## config.mk

```make
export PLATFORM = sky130hd
export DESIGN_NAME = video_timing_gen_flat
export DESIGN_NICKNAME = d
export VERILOG_FILES = /design/src/rtl/video_timing_gen_if.sv /design/src/rtl/video_timing_gen.sv /design/src/flat_wrapper.sv
export SDC_FILE = /design/constraint.sdc
export NUM_CORES = 1
export LEC_CHECK = 0
export ABC_AREA = 1
export ABC_CLOCK_PERIOD_IN_PS = 5700
export CORE_UTILIZATION = 40
export DETAILED_ROUTE_END_ITERATION = 7
export GPL_TIMING_DRIVEN = 0
export PLACE_DENSITY = 0.62
export SKIP_CTS_REPAIR_TIMING = 1
export SYNTH_ARGS = -nofsm -noshare
export SYNTH_HDL_FRONTEND = slang
export SYNTH_SLANG_ARGS = --single-unit
```

## constraint.sdc

```tcl
create_clock -name I_clock -period 5.7 [get_ports I_clock]
set_clock_uncertainty 0.1 [all_clocks]
set_input_delay 1.14 -clock I_clock [delete_from_list [all_inputs] [get_ports I_clock]]
set_output_delay 1.14 -clock I_clock [all_outputs]
set_load 0.02 [all_outputs]
```

## src/rtl/video_timing_gen_if.sv

```systemverilog
// Raster timing interface: pixel-rate outputs from the timing generator plus
// the host/IRQ control inputs it consumes.
interface video_timing_gen_if #(
  parameter int unsigned P_count_bits = 16
);
  logic                    O_clock;
  logic                    O_rise;
  logic [P_count_bits-1:0] O_hcount;
  logic [P_count_bits-1:0] O_vcount;
  logic                    O_not_hblank;
  logic                    O_not_vblank;
  logic                    O_not_blank;
  logic                    O_hsync;
  logic                    O_vsync;
  logic                    O_line_start;
  logic                    O_frame_start;
  logic                    O_vblank_flag;
  logic                    O_nmi;
  logic                    O_irq;
  logic                    I_nmi_enable;
  logic                    I_status_read;
  logic [P_count_bits-1:0] I_irq_line;

  modport master (
    output O_clock, O_rise, O_hcount, O_vcount, O_not_hblank, O_not_vblank,
           O_not_blank, O_hsync, O_vsync, O_line_start, O_frame_start,
           O_vblank_flag, O_nmi, O_irq,
    input  I_nmi_enable, I_status_read, I_irq_line
  );

  modport slave (
    input  O_clock, O_rise, O_hcount, O_vcount, O_not_hblank, O_not_vblank,
           O_not_blank, O_hsync, O_vsync, O_line_start, O_frame_start,
           O_vblank_flag, O_nmi, O_irq,
    output I_nmi_enable, I_status_read, I_irq_line
  );
endinterface

```

## src/rtl/video_timing_gen.sv

```systemverilog
// Parametrised raster timing generator: pixel divider, h/v counters, blanking,
// syncs, vblank status flag with read-clear, level NMI.
// Optional raster-line IRQ compare is built only when RASTER_IRQ_EN is defined.
module video_timing_gen #(
  parameter int unsigned P_clock_div  = 4,
  parameter int unsigned P_count_bits = 16,
  parameter int unsigned P_h_active   = 256,
  parameter int unsigned P_h_front    = 11,
  parameter int unsigned P_h_sync     = 25,
  parameter int unsigned P_h_back     = 49,
  parameter int unsigned P_v_active   = 240,
  parameter int unsigned P_v_front    = 1,
  parameter int unsigned P_v_sync     = 3,
  parameter int unsigned P_v_back     = 18,
  parameter int unsigned P_hsync_pol  = 0,
  parameter int unsigned P_vsync_pol  = 0
) (
  input  logic               I_clock,
  input  logic               I_reset,
  video_timing_gen_if.master bus
);

  localparam int unsigned CW          = P_count_bits;
  localparam int unsigned DW          = (P_clock_div > 2) ? $clog2(P_clock_div) : 1;
  localparam int unsigned LP_h_total  = P_h_active + P_h_front + P_h_sync + P_h_back;
  localparam int unsigned LP_v_total  = P_v_active + P_v_front + P_v_sync + P_v_back;
  localparam int unsigned LP_hs_start = P_h_active + P_h_front;
  localparam int unsigned LP_hs_end   = LP_hs_start + P_h_sync;
  localparam int unsigned LP_vs_start = P_v_active + P_v_front;
  localparam int unsigned LP_vs_end   = LP_vs_start + P_v_sync;
  localparam logic        LP_hpol     = 1'(P_hsync_pol);
  localparam logic        LP_vpol     = 1'(P_vsync_pol);

  localparam logic [DW-1:0] LP_div_last = DW'(P_clock_div - 1);
  localparam logic [DW-1:0] LP_div_half = DW'(P_clock_div / 2);
  localparam logic [CW-1:0] LP_h_last   = CW'(LP_h_total - 1);
  localparam logic [CW-1:0] LP_v_last   = CW'(LP_v_total - 1);
  localparam logic [CW-1:0] LP_vflag_on = CW'(P_v_active + 1);

  localparam bit LP_params_ok = (P_clock_div >= 2) && ((P_clock_div % 2) == 0) &&
                                (64'(LP_h_total) <= (64'd1 << P_count_bits)) &&
                                (64'(LP_v_total) <= (64'd1 << P_count_bits));

  logic [DW-1:0] div_q, div_d;
  logic          clock_q, clock_d;
  logic          rise_q, rise_d;
  logic [CW-1:0] hcount_q, hcount_d;
  logic [CW-1:0] vcount_q, vcount_d;
  logic [CW-1:0] h_next, v_next;
  logic          not_hblank_q, not_hblank_d;
  logic          not_vblank_q, not_vblank_d;
  logic          not_blank_q, not_blank_d;
  logic          hsync_q, hsync_d;
  logic          vsync_q, vsync_d;
  logic          line_start_q, line_start_d;
  logic          frame_start_q, frame_start_d;
  logic          vblank_flag_q, vblank_flag_d;
  logic          nmi_q, nmi_d;

  // Pixel divider; strobe and divided clock are decoded from the next count.
  always_comb begin
    div_d   = (div_q == LP_div_last) ? '0 : div_q + DW'(1);
    rise_d  = (div_d == LP_div_last);
    clock_d = (div_d < LP_div_half);
  end

  // Raster counters and the outputs decoded from the post-advance position.
  always_comb begin
    h_next = (hcount_q == LP_h_last) ? '0 : hcount_q + CW'(1);
    v_next = vcount_q;
    if (hcount_q == LP_h_last) begin
      v_next = (vcount_q == LP_v_last) ? '0 : vcount_q + CW'(1);
    end

    hcount_d      = hcount_q;
    vcount_d      = vcount_q;
    not_hblank_d  = not_hblank_q;
    not_vblank_d  = not_vblank_q;
    not_blank_d   = not_blank_q;
    hsync_d       = hsync_q;
    vsync_d       = vsync_q;
    line_start_d  = line_start_q;
    frame_start_d = frame_start_q;

    if (rise_q) begin
      hcount_d      = h_next;
      vcount_d      = v_next;
      not_hblank_d  = (h_next < CW'(P_h_active));
      not_vblank_d  = (v_next < CW'(P_v_active));
      not_blank_d   = (h_next < CW'(P_h_active)) && (v_next < CW'(P_v_active));
      hsync_d       = ((h_next >= CW'(LP_hs_start)) && (h_next < CW'(LP_hs_end))) ? LP_hpol : ~LP_hpol;
      vsync_d       = ((v_next >= CW'(LP_vs_start)) && (v_next < CW'(LP_vs_end))) ? LP_vpol : ~LP_vpol;
      line_start_d  = (h_next == '0);
      frame_start_d = (h_next == '0) && (v_next == '0);
    end
  end

  // Vblank status flag; a host read on the set edge wins so that frame sees no flag.
  always_comb begin
    vblank_flag_d = vblank_flag_q;
    if (rise_q && (h_next == CW'(1))) begin
      if (v_next == LP_vflag_on) begin
        vblank_flag_d = 1'b1;
      end else if (v_next == LP_v_last) begin
        vblank_flag_d = 1'b0;
      end
    end
    if (bus.I_status_read) begin
      vblank_flag_d = 1'b0;
    end
    nmi_d = vblank_flag_q & bus.I_nmi_enable;
  end

  // State registers with asynchronous reset.
  always_ff @(posedge I_clock or posedge I_reset) begin
    if (I_reset) begin
      div_q         <= '0;
      clock_q       <= 1'b1;
      rise_q        <= 1'b0;
      hcount_q      <= '0;
      vcount_q      <= '0;
      not_hblank_q  <= 1'b1;
      not_vblank_q  <= 1'b1;
      not_blank_q   <= 1'b1;
      hsync_q       <= ~LP_hpol;
      vsync_q       <= ~LP_vpol;
      line_start_q  <= 1'b0;
      frame_start_q <= 1'b0;
      vblank_flag_q <= 1'b0;
      nmi_q         <= 1'b0;
    end else begin
      div_q         <= div_d;
      clock_q       <= clock_d;
      rise_q        <= rise_d;
      hcount_q      <= hcount_d;
      vcount_q      <= vcount_d;
      not_hblank_q  <= not_hblank_d;
      not_vblank_q  <= not_vblank_d;
      not_blank_q   <= not_blank_d;
      hsync_q       <= hsync_d;
      vsync_q       <= vsync_d;
      line_start_q  <= line_start_d;
      frame_start_q <= frame_start_d;
      vblank_flag_q <= vblank_flag_d;
      nmi_q         <= nmi_d;
    end
  end

`ifdef RASTER_IRQ_EN
  logic irq_q, irq_d;

  // Raster IRQ: one pixel period on the advance into (P_h_active, I_irq_line).
  always_comb begin
    irq_d = irq_q;
    if (rise_q) begin
      irq_d = (h_next == CW'(P_h_active)) && (v_next == bus.I_irq_line);
    end
  end

  // Raster IRQ register.
  always_ff @(posedge I_clock or posedge I_reset) begin
    if (I_reset) begin
      irq_q <= 1'b0;
    end else begin
      irq_q <= irq_d;
    end
  end

  assign bus.O_irq = irq_q;
`else
  logic unused_irq_line;
  assign unused_irq_line = ^bus.I_irq_line;
  assign bus.O_irq       = 1'b0;
`endif

  // Flags an illegal parameter set while simulating.
  always_ff @(posedge I_clock) begin
    assert (LP_params_ok)
      else $error("video_timing_gen: illegal parameters (P_clock_div=%0d)", P_clock_div);
  end

  assign bus.O_clock       = clock_q;
  assign bus.O_rise        = rise_q;
  assign bus.O_hcount      = hcount_q;
  assign bus.O_vcount      = vcount_q;
  assign bus.O_not_hblank  = not_hblank_q;
  assign bus.O_not_vblank  = not_vblank_q;
  assign bus.O_not_blank   = not_blank_q;
  assign bus.O_hsync       = hsync_q;
  assign bus.O_vsync       = vsync_q;
  assign bus.O_line_start  = line_start_q;
  assign bus.O_frame_start = frame_start_q;
  assign bus.O_vblank_flag = vblank_flag_q;
  assign bus.O_nmi         = nmi_q;

endmodule

```

## src/flat_wrapper.sv

```systemverilog
// flat-port wrapper written by rule: the top's interface ports become plain ports
module video_timing_gen_flat 
#(
  parameter int unsigned P_clock_div  = 4,
  parameter int unsigned P_count_bits = 16,
  parameter int unsigned P_h_active   = 256,
  parameter int unsigned P_h_front    = 11,
  parameter int unsigned P_h_sync     = 25,
  parameter int unsigned P_h_back     = 49,
  parameter int unsigned P_v_active   = 240,
  parameter int unsigned P_v_front    = 1,
  parameter int unsigned P_v_sync     = 3,
  parameter int unsigned P_v_back     = 18,
  parameter int unsigned P_hsync_pol  = 0,
  parameter int unsigned P_vsync_pol  = 0
)
  (I_clock, I_reset, bus_O_clock, bus_O_rise, bus_O_hcount, bus_O_vcount, bus_O_not_hblank, bus_O_not_vblank, bus_O_not_blank, bus_O_hsync, bus_O_vsync, bus_O_line_start, bus_O_frame_start, bus_O_vblank_flag, bus_O_nmi, bus_O_irq, bus_I_nmi_enable, bus_I_status_read, bus_I_irq_line);
  video_timing_gen_if #(.P_count_bits(P_count_bits)) bus_i ();
  input  logic I_clock;
  input  logic I_reset;
  output wire logic [$bits(bus_i.O_clock)-1:0] bus_O_clock;
  output wire logic [$bits(bus_i.O_rise)-1:0] bus_O_rise;
  output wire logic [$bits(bus_i.O_hcount)-1:0] bus_O_hcount;
  output wire logic [$bits(bus_i.O_vcount)-1:0] bus_O_vcount;
  output wire logic [$bits(bus_i.O_not_hblank)-1:0] bus_O_not_hblank;
  output wire logic [$bits(bus_i.O_not_vblank)-1:0] bus_O_not_vblank;
  output wire logic [$bits(bus_i.O_not_blank)-1:0] bus_O_not_blank;
  output wire logic [$bits(bus_i.O_hsync)-1:0] bus_O_hsync;
  output wire logic [$bits(bus_i.O_vsync)-1:0] bus_O_vsync;
  output wire logic [$bits(bus_i.O_line_start)-1:0] bus_O_line_start;
  output wire logic [$bits(bus_i.O_frame_start)-1:0] bus_O_frame_start;
  output wire logic [$bits(bus_i.O_vblank_flag)-1:0] bus_O_vblank_flag;
  output wire logic [$bits(bus_i.O_nmi)-1:0] bus_O_nmi;
  output wire logic [$bits(bus_i.O_irq)-1:0] bus_O_irq;
  input wire logic [$bits(bus_i.I_nmi_enable)-1:0] bus_I_nmi_enable;
  input wire logic [$bits(bus_i.I_status_read)-1:0] bus_I_status_read;
  input wire logic [$bits(bus_i.I_irq_line)-1:0] bus_I_irq_line;
  assign bus_O_clock = bus_i.O_clock;
  assign bus_O_rise = bus_i.O_rise;
  assign bus_O_hcount = bus_i.O_hcount;
  assign bus_O_vcount = bus_i.O_vcount;
  assign bus_O_not_hblank = bus_i.O_not_hblank;
  assign bus_O_not_vblank = bus_i.O_not_vblank;
  assign bus_O_not_blank = bus_i.O_not_blank;
  assign bus_O_hsync = bus_i.O_hsync;
  assign bus_O_vsync = bus_i.O_vsync;
  assign bus_O_line_start = bus_i.O_line_start;
  assign bus_O_frame_start = bus_i.O_frame_start;
  assign bus_O_vblank_flag = bus_i.O_vblank_flag;
  assign bus_O_nmi = bus_i.O_nmi;
  assign bus_O_irq = bus_i.O_irq;
  assign bus_i.I_nmi_enable = bus_I_nmi_enable;
  assign bus_i.I_status_read = bus_I_status_read;
  assign bus_i.I_irq_line = bus_I_irq_line;
  video_timing_gen #(.P_clock_div(P_clock_div), .P_count_bits(P_count_bits), .P_h_active(P_h_active), .P_h_front(P_h_front), .P_h_sync(P_h_sync), .P_h_back(P_h_back), .P_v_active(P_v_active), .P_v_front(P_v_front), .P_v_sync(P_v_sync), .P_v_back(P_v_back), .P_hsync_pol(P_hsync_pol), .P_vsync_pol(P_vsync_pol)) u_core (.I_clock(I_clock), .I_reset(I_reset), .bus(bus_i));
endmodule
```

After elaboration in Yosys (flattened, before gate mapping)
Index checks and enable logic that the tools add are counted.
- bits in registers: 45
- bits in latches: 0
- bits in writable memories: 0
- memory bits (read-only): 0
- input port bits: 20
- output and inout port bits: 44
- logic and storage cells: 52
- memories: 0
- add/subtract/negate cells: 3
- $mul: 0
- div/mod/pow operators: 0
- order comparisons: 7
- equality and inequality tests: 7
- shift operators: 0
- mux-type cells: 10
- bitwise operators: 1
- reductions and logical operators: 10
- operators with widths (kind ; count):
    $eq 16x9->1 const B ; 3
    $mux 16 ; 3
    $add 16x1->16 const B ; 2
    $logic_not 16->1 ; 2
    $lt 16x8->1 const B ; 2
    $lt 16x9->1 const B ; 2
    $eq 16x1->1 const B ; 1
    $eq 16x8->1 const B ; 1
    $ge 16x8->1 const B ; 1
    $ge 16x9->1 const B ; 1
    $mux 1 ; 6
    $logic_and 1x1->1 ; 5
    $eq 2x2->1 const B ; 2
    $reduce_bool 3->1 ; 1
    $add 2x1->2 const B ; 1
    $lt 2x2->1 const B ; 1
    $mux 2 ; 1
    $reduce_and 2->1 ; 1
    $reduce_bool 2->1 ; 1
    $and 1x1->1 ; 1

Logic depth before layout (Yosys ltp)
Gate-level depths: netlist of the first run.
- depth after elaboration: 8
- mapped depth: 18
- mapped depth without buffers: 18

Worst setup path after synthesis of the first run
No wires, ideal clock.
- path type: register to register
- from: register u_core.vcount_q[0] (netlist: u_core.bus.O_vcount[0])
- to: register u_core.vblank_flag_q (netlist: u_core.bus.O_vblank_flag)
- setup time: 0.117 ns
- arrival time: 1.921 ns
- data required time: 5.483 ns
- setup slack: 3.562 ns
- cell stages (with the launch flop): 17
- cell sequence: dfrtp_1 > ha_1 > inv_1 > nor2_1 > nand3_1 > nand2_1 > inv_1 > nand3_1 > nand2_1 > nor2_2 > nand2_2 > nor2_4 > nand2_1 > nand3_1 > nand2_1 > nand2_1 > nand2_1
- longest elaborated chain between the ends: 7
- elaborated cells between the ends (all ways): 11
- those cells by class: add/sub (1); eq/ne (3); mux (5); reduce/logical (2)
- RTL lines (item ; RTL line ; RTL):
    start: declaration ; video_timing_gen.sv:48 ; logic [CW-1:0] vcount_q, vcount_d;
    start signal: assignment ; video_timing_gen.sv:136 ; vcount_q <= vcount_d;
    $add 16x1->16 or $eq 16x9->1 (tied branches) ; video_timing_gen.sv:72 ; v_next = (vcount_q == LP_v_last) ? '0 : vcount_q + CW'(1);
    $mux 16 ; video_timing_gen.sv:72 ;
    $mux 16 * ; video_timing_gen.sv:71 ; if (hcount_q == LP_h_last) begin
    $eq 16x8->1 ; video_timing_gen.sv:102 ; if (v_next == LP_vflag_on) begin
    $mux 1 ; video_timing_gen.sv:102 ;
    $mux 1 ; video_timing_gen.sv:101 ; if (rise_q && (h_next == CW'(1))) begin
    $mux 1 ; video_timing_gen.sv:108 ; if (bus.I_status_read) begin
    end signal: assignment ; video_timing_gen.sv:144 ; vblank_flag_q <= vblank_flag_d;
    end: declaration ; video_timing_gen.sv:57 ; logic vblank_flag_q, vblank_flag_d;
Mark *: on every way between the ends. The rest lies on a longest branch, timed or not. The select of a mux whose other input is x is not followed.
A chain may end at the register's enable or synchronous reset.

Worst setup path in the final report of the first run
- from: register u_core.vcount_q[0] (netlist: u_core.bus.O_vcount[0])
- to: output port bus_O_vcount[0]
- RTL lines (item ; RTL line ; RTL):
    end: declaration ; flat_wrapper.sv:24 ; output wire logic [$bits(bus_i.O_vcount)-1:0] bus_O_vcount;
No word-level cell between the ends.

==> results_dict.tcl, run 1 <==
set metrics [dict create \
    outcome "completed" \
    syn_nets 552 \
    htree_levels 2 \
    syn_area_um2 3350 \
    root_buffer "clkbuf_8" \
    grt_pass1_wl_um 15600 \
    worst-path-stages 1 \
    fin_util_pct 51.4 \
    crit_arrival_ns 1.57 \
    grt_max_degree 27 \
    synthTopCellsByArea "dfrtp_1 (29%), nand2_1 (20%), nor2_1 (7.3%), inv_1 (6.5%), nand3_1 (6.3%)" \
    fp.dieArea_um2 8740 \
    path_clk_slew_ns 0.10 \
    grt_pass1_vias 3103 \
    rsz0062_at_grt "false" \
    power.leakage_nw 1.98 \
    post_drt_wl_per_cell_um 14.0 \
    tightest_slew_ns 0.583 \
    die_x_um 93.5 \
    hold_violations 0 \
    vias 3470 \
    critical-path-top-delay-family "buffers and inverters" \
    max_freq_ghz 0.356 \
    ys_seq_area_share_pct 33.9 \
    worstRegToRegCells 13 \
    setup_viol 0 \
    hpwl_um 7220 \
    crit_required_ns 4.46 \
    wl_um 9560 \
    period_share_pct 49.3 \
    core_area_um2 7930 \
    cp_cell_sequence "clkdlybuf4s50_1" \
    die_h_um 93.5 \
    postSynthCellCount 526 \
    antenna_found_initial 0 \
    drc 0 \
    grtUsageTotal_pct 23.1 \
    start_util_pct 42.2 \
    drive_gt1_share_pct 10.8 \
    relSlewSlack_pct 61.2 \
    fp-row-count 32 \
    hold_class "reg2reg" \
    ir_drop_uv 89.2 \
    power_density_nw_per_um2 147 \
    worstSetupStartpointType "flop" \
    synthDominantCellAreaShare_pct 29.2 \
    n_fill_cell 831 \
    crit_path_end_kind "output pin" \
    maxSlewViolCount 0 \
    place_congestion 0.996 \
    yosys.area.top_type "dfrtp_1" \
    synth_edf_count 0 \
    postRouteAntennaNets 0 \
    path_class "reg2out" \
    viasPerCell 5.08 \
    grt_overflow_total 0 \
    clk_path_buf_depth 2 \
    ys_ff_latch 45 \
    area_growth_pct 21.6 \
    antenna_cells 0 \
    firstDrtPassIters 5 \
    cts_buffers 5 \
    avgSynthCellArea_um2 6.36 \
    timing.setup.tns_ns 0 \
    min_period_ns 2.81 \
    max-cap-violations 0 \
    fin_nets 606 \
    synth_cell_types 31 \
    worstSkewPairLatency_ns 0.32 \
    hold_depth 1 \
    ys.flop_type "dfrtp_1" \
    cp_slowest_cell "clkdlybuf4s50_1" \
    cts_sinks 45 \
    synthArstFlopShare_pct 100 \
    portBuffers 46 \
    worstPathMaxFanout 10 \
    drt_first_iter_violations 362 \
    cts_tree "yes" \
    io_pins 64 \
    max_stage_delay_ns 0.68 \
    yosys_warnings 0 \
    path_buf_inv 1 \
]
## worst register-to-register path, stage by stage, from the launching register on
cell	delay, ns
dfrtp_1	0.44
ha_1	0.28
nand2_2	0.10
nor2_2	0.22
nand3_1	0.19
nor2_1	0.17
xor2_1	0.21
nand2_1	0.09
nor2_2	0.21
nand4_1	0.15
nand2_1	0.09
nand2_1	0.06
nand2_1	0.05
nand2_1	0.04
## synthesized netlist by cell type, types with 3 or more instances
master	n
nor3_1	6
nand2_2	11
nor2_1	65
nand3_1	42
dfrtp_1	39
inv_2	4
inv_1	58
nand4_1	12
clkbuf_1	4
ha_1	6
buf_6	3
dfstp_2	6
nor2_4	5
xor2_1	7
buf_2	3
nor2_2	15
nand3b_1	3
o21ai_0	37
o21ai_1	4
nand2_1	181
## cells in the final DEF, fill, tap and decap left out, drive strengths merged
master and instances:
nand2 193, nor2 85, nor3 6, a21oi 2, o22a 1, a31oi 2
bufinv 1, clkinv 2, ha 6, nand4 12, clkdlybuf4s50 46, nand3 42
inv 64, conb 1, dfrtp 39, xor2 7, o21ai 42, clkbuf 9
and2 1, nand3b 3, buf 11, dfstp 6
## metrics by stage
step                      total power, mW  worst slack [ns]  instances  hold slack [ns]  area [µm²]
after floorplan                     0.332              3.41        526            0.328        3350
after global placement              0.336              2.39        674            0.342        3940
after detailed placement            0.338              3.25        675            0.356        3960
after CTS                           0.604              2.89        683            0.372        4070
after global routing                0.615              2.85        683            0.403        4070
final                               0.599              2.89        683            0.365        4070
## power by group
group,internal (mW),switching (mW),leakage (nW),total (mW)
Combinational,0.00401,0.00822,1.33,0.0122
Clock,0.134,0.133,0.0591,0.268
Sequential,0.319,0.00000000631,0.593,0.319
Total,0.457,0.142,1.98,0.599
## cell families after synthesis
group	share of synthesized area, %
AO/OA/AOI/OAI	7.33
other	0.112
buffers and inverters	9.79
adder cells (fa/ha/maj)	2.24
XOR/XNOR	1.83
AND/OR/NAND/NOR	44.8
flip-flops	33.9
## metal layers
metal	vias to the layer above	track usage, %	wire [µm]
met5	-	0	0
met4	0	5.90	83
met3	7	3.74	686
met2	108	33.2	4070
met1	1594	35.4	4720
li1	1761	-	-
## final timing paths
check                                       start  slack (ns)                  endpoint
setup / recovery           u_core.bus.O_vcount[0]        2.89           bus_O_vcount[0]
hold reg to reg                   u_core.div_q[0]        0.36           u_core.div_q[0]
max in group asynchronous                 I_reset        3.87   u_core.bus.O_not_hblank
hold / removal                    u_core.div_q[0]        0.36           u_core.div_q[0]
setup reg to reg           u_core.bus.O_hcount[1]        3.19  u_core.bus.O_vblank_flag
min in group asynchronous                 I_reset        1.05    u_core.bus.O_vcount[1]
## final cells by class
type | count | area (µm²) | area share [%]
buffer | 14 | 86.3 | 2.12
clock buffer | 5 | 68.8 | 1.69
clock inverter | 3 | 47.5 | 1.17
inverter | 64 | 241 | 5.93
multi-input combinational | 403 | 1890 | 46.3
sequential | 45 | 1130 | 27.8
tap | 102 | 128 | 3.13
timing repair buffer | 47 | 480 | 11.8
(Power assumes the default switching activity.)
==> inputs of run 2 (changes only) <==
--- a/config.mk
+++ b/config.mk
@@ -6,7 +6,7 @@
 export NUM_CORES = 1
 export LEC_CHECK = 0
 export ABC_AREA = 1
-export ABC_CLOCK_PERIOD_IN_PS = 5700
+export ABC_CLOCK_PERIOD_IN_PS = 2650
 export CORE_UTILIZATION = 40
 export DETAILED_ROUTE_END_ITERATION = 7
 export GPL_TIMING_DRIVEN = 0
==> constraint.sdc (replaced) <==
create_clock -name I_clock -period 2.65 [get_ports I_clock]
set_clock_uncertainty 0.1 [all_clocks]
set_input_delay 0.53 -clock I_clock [delete_from_list [all_inputs] [get_ports I_clock]]
set_output_delay 0.53 -clock I_clock [all_outputs]
set_load 0.02 [all_outputs]
==> run 2 against run 1 <==
Largest power group unchanged. Routed wire length about the same. Critical endpoint is now u_core.bus.O_vblank_flag. Sequential power increased by 120%. First-iteration DRC count decreased by 4.4%. Non-clock buffer count unchanged. Largest cell class unchanged. Clock-buffer cell count unchanged. Clock power increased by 110%.
==> results_dict.tcl, run 2 (synthesis results as in run 1) <==
set metrics [dict create \
    switching_share_pct 23.6 \
    max_stage_delay_ns 0.44 \
    cp_cell_sequence "ha_2 > nand2_2 > nor2_2 > nand3_1 > nor2_1 > xor2_1 > nand2_1 > nor2_2 > nand4_1 > nand2_1 > nand2_1 > nand2_1 > nand2_1" \
    fin_nets 606 \
    postLayoutCellArea_um2 4070 \
    io_pins 64 \
    worstSkewPairLatency_ns 0.32 \
    final_common_cell "nand2_1" \
    viasPerCell 5.07 \
    firstDrtPassIters 5 \
    fp.dieArea_um2 8740 \
    grt_pass1_wl_um 15600 \
    place_congestion 0.996 \
    start_util_pct 42.2 \
    final_cell_mix "nand2_1 (181), nor2_1 (65), inv_1 (57), clkdlybuf4s50_1 (46), nand3_1 (42)" \
    crit_top_cell "nand2_1" \
    n_fill_cell 830 \
    cp_slowest_cell "dfrtp_1" \
    area_growth_pct 21.7 \
    timing.setup.tns_ns 0 \
    portBuffers 46 \
    cts_tree "yes" \
    grt_overflow_total 0 \
    root_buffer "clkbuf_8" \
    hold_class "reg2reg" \
    rsz0062_at_grt "false" \
    vias 3462 \
    maxSlewViolCount 0 \
    htree_levels 2 \
    max-cap-violations 0 \
    fp-row-count 32 \
    drt_first_iter_violations 346 \
    ir_drop_uv 192 \
    cts_buffers 5 \
    antenna_found_initial 0 \
    crit_arrival_ns 2.60 \
    grt_max_degree 27 \
    switchingPower_uw 304 \
    crit_path_end_kind "flop" \
    outcome "completed" \
    area.sequential_um2 1130 \
    period_share_pct 93.6 \
    min_period_ns 2.48 \
    intPower_uw 984 \
    die_h_um 93.5 \
    hpwl_um 7220 \
    crit_required_ns 2.77 \
    worstSetupStartpointType "flop" \
    max_freq_ghz 0.403 \
    clk_path_buf_depth 2 \
    critical-path-top-delay-family "simple AND/OR/NAND/NOR gates" \
    seqPwrFrac_pct 53.3 \
    dpl_cell_area_um2 3960 \
    multi_input_area_um2 1890 \
    core_area_um2 7930 \
    hold_violations 0 \
    path_class "reg2reg" \
    clkPwrFrac_pct 44.7 \
    path_buf_inv 0 \
    drc 0 \
    power_density_nw_per_um2 316 \
    power.leakage_nw 1.98 \
    tightest_slew_ns 0.578 \
    path_clk_slew_ns 0.10 \
    antenna_cells 0 \
    wl_um 9570 \
    worstPathMaxFanout 5 \
    p_comb_share_pct 2.0 \
    grt_pass1_vias 3103 \
    grtUsageTotal_pct 23.1 \
    die_x_um 93.5 \
    post_drt_wl_per_cell_um 14.0 \
    drive_gt1_share_pct 11.0 \
    relSlewSlack_pct 61.5 \
    cts_sinks 45 \
    setup_viol 0 \
    postRouteAntennaNets 0 \
]
[run 2: cell types whose count changed in the layout (fill, tap and decap cells not counted)]
| cell | change |
|---|---|
| ha_1 | -1 |
| ha_2 | +1 |
[run 2: stage by stage]
step / util [%] / total power [mW] / setup slack (ns) / std cells / hold WS [ns]
finish: 51.4 / 1.29 / 0.170 / 683 / 0.365
global route: 51.4 / 1.32 / 0.00908 / 683 / 0.403
CTS: 51.4 / 1.30 / 0.174 / 683 / 0.372
detailed placement: 49.9 / 0.728 / 0.214 / 675 / 0.356
global placement: 49.6 / 0.723 / -0.0546 / 674 / 0.342
floorplan: - / 0.714 / 0.512 / 526 / 0.328
[run 2: power groups by stage]
stage	logic, mW	clock network, mW	registers [mW]
2_1_floorplan	0.0141	0	0.700
3_3_place_gp	0.0236	0	0.700
3_5_place_dp	0.0282	0	0.700
4_1_cts	0.0284	0.585	0.687
5_1_grt	0.0310	0.606	0.687
6_report	0.0261	0.575	0.687
[run 2: path summary, 6_finish.rpt]
path | startpoint | endpoint | slack [ns] | cells after the start
max | u_core.bus.O_hcount[1] | u_core.bus.O_vblank_flag | 0.17 | 13
max reg2reg | u_core.bus.O_hcount[1] | u_core.bus.O_vblank_flag | 0.17 | 13
min | u_core.div_q[0] | u_core.div_q[0] | 0.36 | 1
min reg2reg | u_core.div_q[0] | u_core.div_q[0] | 0.36 | 1
max in group asynchronous | I_reset | u_core.bus.O_not_hblank | 1.44 | 3
min in group asynchronous | I_reset | u_core.bus.O_vcount[14] | 0.44 | 2
[run 2: layer usage]
layer / global-route usage, % / part of all wire (%)
met5: 0 / 0
met2: 33.2 / 43
met3: 3.74 / 7.0
met4: 5.90 / 0.91
met1: 35.4 / 49
[run 2: area by class of cell]
cell class	count	area share [%]
Buffer	14	2.12
Inverter	64	5.93
Sequential cell	45	27.8
Timing Repair Buffer	47	11.8
Tap cell	102	3.13
Clock buffer	5	1.69
Multi-Input combinational cell	403	46.3
Clock inverter	3	1.17
